==> src/rtl/y86_pkg.sv <==
// rtl/y86_pkg.sv - Y86-64 shared constants: instruction codes, register IDs, data width.
package y86_pkg;

   localparam int WIDTH = 64;

   typedef enum logic [3:0] {
      I_HALT   = 4'h0,
      I_NOP    = 4'h1,
      I_CMOVXX = 4'h2,
      I_IRMOVQ = 4'h3,
      I_RMMOVQ = 4'h4,
      I_MRMOVQ = 4'h5,
      I_OPQ    = 4'h6,
      I_JXX    = 4'h7,
      I_CALL   = 4'h8,
      I_RET    = 4'h9,
      I_PUSHQ  = 4'hA,
      I_POPQ   = 4'hB
   } icode_e;

   localparam logic [3:0] REG_RAX  = 4'h0;
   localparam logic [3:0] REG_RCX  = 4'h1;
   localparam logic [3:0] REG_RDX  = 4'h2;
   localparam logic [3:0] REG_RBX  = 4'h3;
   localparam logic [3:0] REG_RSP  = 4'h4;
   localparam logic [3:0] REG_RBP  = 4'h5;
   localparam logic [3:0] REG_RSI  = 4'h6;
   localparam logic [3:0] REG_RDI  = 4'h7;
   localparam logic [3:0] REG_R8   = 4'h8;
   localparam logic [3:0] REG_R9   = 4'h9;
   localparam logic [3:0] REG_R10  = 4'hA;
   localparam logic [3:0] REG_R11  = 4'hB;
   localparam logic [3:0] REG_R12  = 4'hC;
   localparam logic [3:0] REG_R13  = 4'hD;
   localparam logic [3:0] REG_R14  = 4'hE;
   localparam logic [3:0] REG_NONE = 4'hF;

endpackage

==> src/rtl/y86_regfile.sv <==
// rtl/y86_regfile.sv - 15-entry Y86-64 register file, two read ports, debug port, E/M write ports.
module y86_regfile
   import y86_pkg::*;
#(
   parameter int               WIDTH      = 64,
   parameter logic [WIDTH-1:0] STACK_INIT = 64'h0000_0000_0000_0200
) (
   input  logic             i_clk,
   input  logic             i_rst_n,
   input  logic [3:0]       i_src_a,
   input  logic [3:0]       i_src_b,
   input  logic [3:0]       i_dbg_addr,
   output logic [WIDTH-1:0] o_val_a,
   output logic [WIDTH-1:0] o_val_b,
   output logic [WIDTH-1:0] o_dbg_data,
   input  logic             i_we,
   input  logic [3:0]       i_dst_e,
   input  logic [3:0]       i_dst_m,
   input  logic [WIDTH-1:0] i_val_e,
   input  logic [WIDTH-1:0] i_val_m
);

   logic [WIDTH-1:0] r_regs [0:14];

   // M write is issued after E so it wins when both target the same register
   always_ff @(posedge i_clk or negedge i_rst_n) begin
      if (!i_rst_n) begin
         for (int i = 0; i < 15; i++) begin
            r_regs[i] <= '0;
         end
         r_regs[REG_RSP] <= STACK_INIT;
      end else if (i_we) begin
         if (i_dst_e != REG_NONE) begin
            r_regs[i_dst_e] <= i_val_e;
         end
         if (i_dst_m != REG_NONE) begin
            r_regs[i_dst_m] <= i_val_m;
         end
      end
   end

   assign o_val_a    = (i_src_a    == REG_NONE) ? '0 : r_regs[i_src_a];
   assign o_val_b    = (i_src_b    == REG_NONE) ? '0 : r_regs[i_src_b];
   assign o_dbg_data = (i_dbg_addr == REG_NONE) ? '0 : r_regs[i_dbg_addr];

endmodule

==> src/rtl/seq_decode_writeback.sv <==
// rtl/seq_decode_writeback.sv - Y86-64 SEQ decode and write-back with sticky halt.
module seq_decode_writeback
   import y86_pkg::*;
#(
   parameter int               WIDTH      = y86_pkg::WIDTH,
   parameter logic [WIDTH-1:0] STACK_INIT = 64'h0000_0000_0000_0200,
   parameter logic [3:0]       RNONE      = 4'hF
) (
   input  logic             clk,
   input  logic             rst_n,
   input  logic [3:0]       icode,
   input  logic             cnd,
   input  logic [3:0]       rA,
   input  logic [3:0]       rB,
   input  logic [WIDTH-1:0] valE,
   input  logic [WIDTH-1:0] valM,
   input  logic             instr_valid,
   input  logic             halt_in,
   output logic [3:0]       srcA,
   output logic [3:0]       srcB,
   output logic [3:0]       dstE,
   output logic [3:0]       dstM,
   output logic [WIDTH-1:0] valA,
   output logic [WIDTH-1:0] valB,
   output logic             halted,
   input  logic [3:0]       dbg_addr,
   output logic [WIDTH-1:0] dbg_data
);

   logic r_halted;
   logic w_we;

   always_comb begin
      srcA = RNONE;
      srcB = RNONE;
      dstE = RNONE;
      dstM = RNONE;
      case (icode)
         I_CMOVXX: begin
            srcA = rA;
            dstE = cnd ? rB : RNONE;
         end
         I_IRMOVQ: dstE = rB;
         I_RMMOVQ: begin
            srcA = rA;
            srcB = rB;
         end
         I_MRMOVQ: begin
            srcB = rB;
            dstM = rA;
         end
         I_OPQ: begin
            srcA = rA;
            srcB = rB;
            dstE = rB;
         end
         I_CALL: begin
            srcB = REG_RSP;
            dstE = REG_RSP;
         end
         I_RET: begin
            srcA = REG_RSP;
            srcB = REG_RSP;
            dstE = REG_RSP;
         end
         I_PUSHQ: begin
            srcA = rA;
            srcB = REG_RSP;
            dstE = REG_RSP;
         end
         I_POPQ: begin
            srcA = REG_RSP;
            srcB = REG_RSP;
            dstE = REG_RSP;
            dstM = rA;
         end
         default: ;
      endcase
   end

   // A halting instruction never commits its own results
   assign w_we = instr_valid && !r_halted && !halt_in;

   always_ff @(posedge clk or negedge rst_n) begin
      if (!rst_n) begin
         r_halted <= 1'b0;
      end else if (instr_valid && halt_in) begin
         r_halted <= 1'b1;
      end
   end

   assign halted = r_halted;

   y86_regfile #(
      .WIDTH      (WIDTH),
      .STACK_INIT (STACK_INIT)
   ) u_regfile (
      .i_clk      (clk),
      .i_rst_n    (rst_n),
      .i_src_a    (srcA),
      .i_src_b    (srcB),
      .i_dbg_addr (dbg_addr),
      .o_val_a    (valA),
      .o_val_b    (valB),
      .o_dbg_data (dbg_data),
      .i_we       (w_we),
      .i_dst_e    (dstE),
      .i_dst_m    (dstM),
      .i_val_e    (valE),
      .i_val_m    (valM)
   );

endmodule
==> config.mk <==
export PLATFORM = sky130hd
export DESIGN_NAME = seq_decode_writeback
export DESIGN_NICKNAME = d
export VERILOG_FILES = /design/src/rtl/y86_pkg.sv /design/src/rtl/y86_regfile.sv /design/src/rtl/seq_decode_writeback.sv
export SDC_FILE = /design/constraint.sdc
export NUM_CORES = 2
export LEC_CHECK = 0
export BUFFER_PORTS_ARGS = -buffer_cell sky130_fd_sc_hd__buf_2
export CORE_MARGIN = 8
export CORE_UTILIZATION = 54
export CTS_BUF_LIST = sky130_fd_sc_hd__clkbuf_2 sky130_fd_sc_hd__clkbuf_4 sky130_fd_sc_hd__clkbuf_8
export DETAILED_ROUTE_END_ITERATION = 6
export PLACE_DENSITY = 0.72
export SLEW_MARGIN = 20
export SYNTH_ARGS = -nofsm -noshare
export SYNTH_HDL_FRONTEND = slang
export SYNTH_HIERARCHICAL = 1
export SYNTH_SLANG_ARGS = --single-unit
==> constraint.sdc <==
create_clock -name clk -period 5.3 [get_ports clk]
set_input_delay 0.265 -clock clk [delete_from_list [all_inputs] [get_ports clk]]
set_output_delay 0.265 -clock clk [all_outputs]
set_load 0.01 [all_outputs]
==> key figures <==
Outcome
  – Run status: complete, but fails checks
  – Failing checks: DRC, hold timing

Clock tree
  – CTS Buf Count: 172
  – CTS root buffer: clkbuf_8
  – Max Buffers Root-to-Sink: 3
  – Postcts setup bufs: 0
  – CTS Sinks: 961
  – TritonCTS clock tree: built
  – Clk Latency, worst-skew pair: 0.96 ns
  – Resized Gates After CTS: 0
  – # H-tree levels: 4
  – Worst-path clk slew: 0.06 ns

STA
  – Final worst path period need: 4.167 ns
  – Pins Over Slew Limit: 0
  – Tcrit/Tclk final: around four fifths
  – Slew @ Worst Pin: 1.348 ns
  – Max transition margin: 9.927%
  – Worst setup margin: between 1 and 1.5 ns
  – Unrepaired setup endpoints after global routing: false
  – Final Setup Violations: 0
  – Clk_skew: 0.04399 ns
  – Fmax: 0.2400 GHz
  – Final Hold Fails: 8
  – Setup TNS: 0 ns
  – Worst hold slack: -0.03598 ns

Global route
  – Tot GR Track Use: 43.79%
  – Largest net degree at the start of global routing: 226
  – First-pass GRT wire length: 449.9 mm
  – Number of global-route vias before repair: 67.53k
  – Initial antenna violation count: 23
  – GRT Residual Overflow: 0

Pwr
  – Reg power frac: 40.3%
  – Logic pwr share: 20.3%
  – Max VDD drop: roughly 0.00029 V
  – Sw Pwr: 6575 uW
  – Switching share of power: about a third
  – Overall power: 20,330 uW
  – Clk network pwr share: 39.4%
  – Leak: 0.03145 uW
  – Int Power: 13,750 uW
  – PwrDens: 272.2 nW/um^2

Routing
  – DRC Markers: 14
  – TritonRoute pass-1 iters: 7
  – WL per Instance: 35.15 microns
  – WL met2: 124.6 mm
  – Starting DRC count in detailed routing: ~14k
  – WL met3: 53.87 mm
  – M1 WL: 103.2 mm
  – Total Wirelength: just over 300 mm
  – Vias per cell: 7.937
  – Routed Antenna Nets: 0
  – DR top layer: met5
  – Detailed-route via count: approximately 70k

Floorplanning
  – Num rows: 129
  – IO Count: 358
  – Die area: 134,800 sq um
  – CORE AREA: 123,000 sq um
  – Die height: ~370 microns
  – Chip width: around 370 microns
  – Initial Util: between 50% and 60%

Yosys
  – Post-synthesis sequential area ratio: ~36%
  – Yosys top cell by area: dfrtp_1
  – Top post-synthesis cells by count: nor2_1, dfrtp_1, a21oi_1, o22ai_1, a211oi_1
  – Synth top area cells: dfrtp_1, mux4_2, o22ai_1
  – Ys async rst share: 100.0%
  – Syn_nets: 7,151
  – Syn. warnings: 6
  – Most common cell in the synthesized netlist: nor2_1
  – Mean area per synthesized cell: 9.512 sq um
  – Yosys reg bits: 961
  – Synth Instances: 7,002
  – Yosys cell types: 64
  – Synthesized cell area: 66,610 sq um
  – Synth top area share: 36.07%
  – Ys flop type: dfrtp_1
  – Post-synth EDFFs: 0

Worst setup path
  – Crit start category: input pin
  – Worst Path Required: 5.04 ns
  – Worst reg2reg path endpoint: u_regfile/r_regs[290]$_DFFE_PN0P_
  – Worst R2R Setup Slack: between 1.5 and 2 ns
  – R2R depth: 6
  – Setup CP Type: in -> out
  – Setup crit end kind: output pin
  – Reg2Reg Launch Point: halted$_DFFE_PN0P_
  – Worst Path Arrival: 3.90 ns
  – CP Max Fanout: 41

Final layout
  – Filler Cell Count: 10.26k
  – Layout cells sized above 1: approximately a fifth
  – Fin area: around 75,000 sq um
  – Nets@finish: 7,200
  – Area growth syn-to-layout: 12.12%

Min path
  – Worst hold path class: in -> reg
  – Hold Path Cell Cnt: 4
  – Worst hold endpoint: u_regfile/r_regs[146]$_DFFE_PN0P_
  – Worst Min Path Start: halt_in

Place
  – Pre-CTS setup slack: 1.375 ns
  – Hpwl dp: between 150 and 200 mm
  – GPL Wtd Cong: 0.9425
  – DP Area: 68,740 sq um
  – Buffers on Ports: 357

Flow run
  – Max-Cap Viols: 0
cell usage in the layout, fill, tap and decap left out, types with 23 or more instances in the layout:
cell type      netlist  routed
a2111oi_1          165     166
a211oi_1           576     576
a21oi_1            868     868
a22o_1              78      78
buf_12               0      39
buf_2              184     353
buf_4              119     192
clkbuf_4             3      42
clkbuf_8             0     231
dfrtp_1            960     960
diode_2              0      23
dlygate4sd3_1        0     192
mux2i_1            384     384
mux4_2             384     384
nand2_1             48      43
nor2_1            1097    1097
nor2b_1            399     399
o22ai_1            853     853
o2bb2ai_1           57      57
o32ai_1             24      24
sequential cells by signal, summed over array words and instances, names as in the netlist:
signal and count:
halted 1, u_regfile/r_regs 960
routing by layer:
metal,GRT usage (%),vias to the layer above
li1,-,27030
met1,53.86,33550
met2,59.86,7447
met3,20.10,2183
met4,32.32,20
met5,0.9256,-
cell families after synthesis:
family	Yosys count	share of synthesized area, %
compound gates	2714	26.66
buf+inv	911	6.810
flops	961	36.11
mux	768	18.75
simple gates	1648	11.67
final cells by class:
cell class | count | area, sq um | area share (%)
antenna | 23 | 57.56 | 0.07707
clock buffer | 273 | 3495 | 4.680
sequential | 961 | 24050 | 32.20
inverter | 5 | 18.77 | 0.02513
clock inverter | 38 | 390.4 | 0.5228
tap | 1637 | 2048 | 2.743
multi-input combinational | 5130 | 38620 | 51.72
timing repair buffer | 781 | 5995 | 8.027
what timing repair did:
action	in CTS	in global routing
setup endpoints to repair	0	0
hold endpoints to repair	1179	0
hold buffers	193	0
worst max-delay path by stage:
| stage | startpoint | end | slack, ns | cells past startpoint |
|---|---|---|---|---|
| 6_report | icode[3] | valA[4] | 1.13 | 9 |
| 5_1_grt | icode[1] | valA[1] | 1.30 | 11 |
| 4_1_cts | icode[0] | valB[6] | 1.36 | 9 |
| 3_5_place_dp | icode[0] | valB[6] | 1.38 | 9 |
| 3_3_place_gp | icode[2] | valB[52] | 1.28 | 10 |
| 2_1_floorplan | icode[2] | valA[10] | 2.48 | 11 |
metrics by stage:
step	cells	util (%)
2_1_floorplan	7002	-
3_3_place_gp	8320	55.89
6_report	8848	60.72
5_1_grt	8831	60.68
3_5_place_dp	8320	55.89
4_1_cts	8824	60.64
power groups by stage:
stage	clock network, uW	registers [uW]	logic, uW
5_1_grt	8270	8230	4270
3_5_place_dp	0	8290	3840
4_1_cts	7960	8160	3950
6_report	8000	8190	4130
3_3_place_gp	0	8260	3780
2_1_floorplan	0	8160	2410
worst max-delay path, stage by stage:
cell	delay (ns)
buf_2	0.16
nand2_1	0.29
a31oi_4	0.38
buf_4	0.49
nand2_4	0.63
buf_12	0.42
a211oi_1	0.10
a2111oi_1	0.80
buf_2	0.27
(Power assumes the default switching activity.)
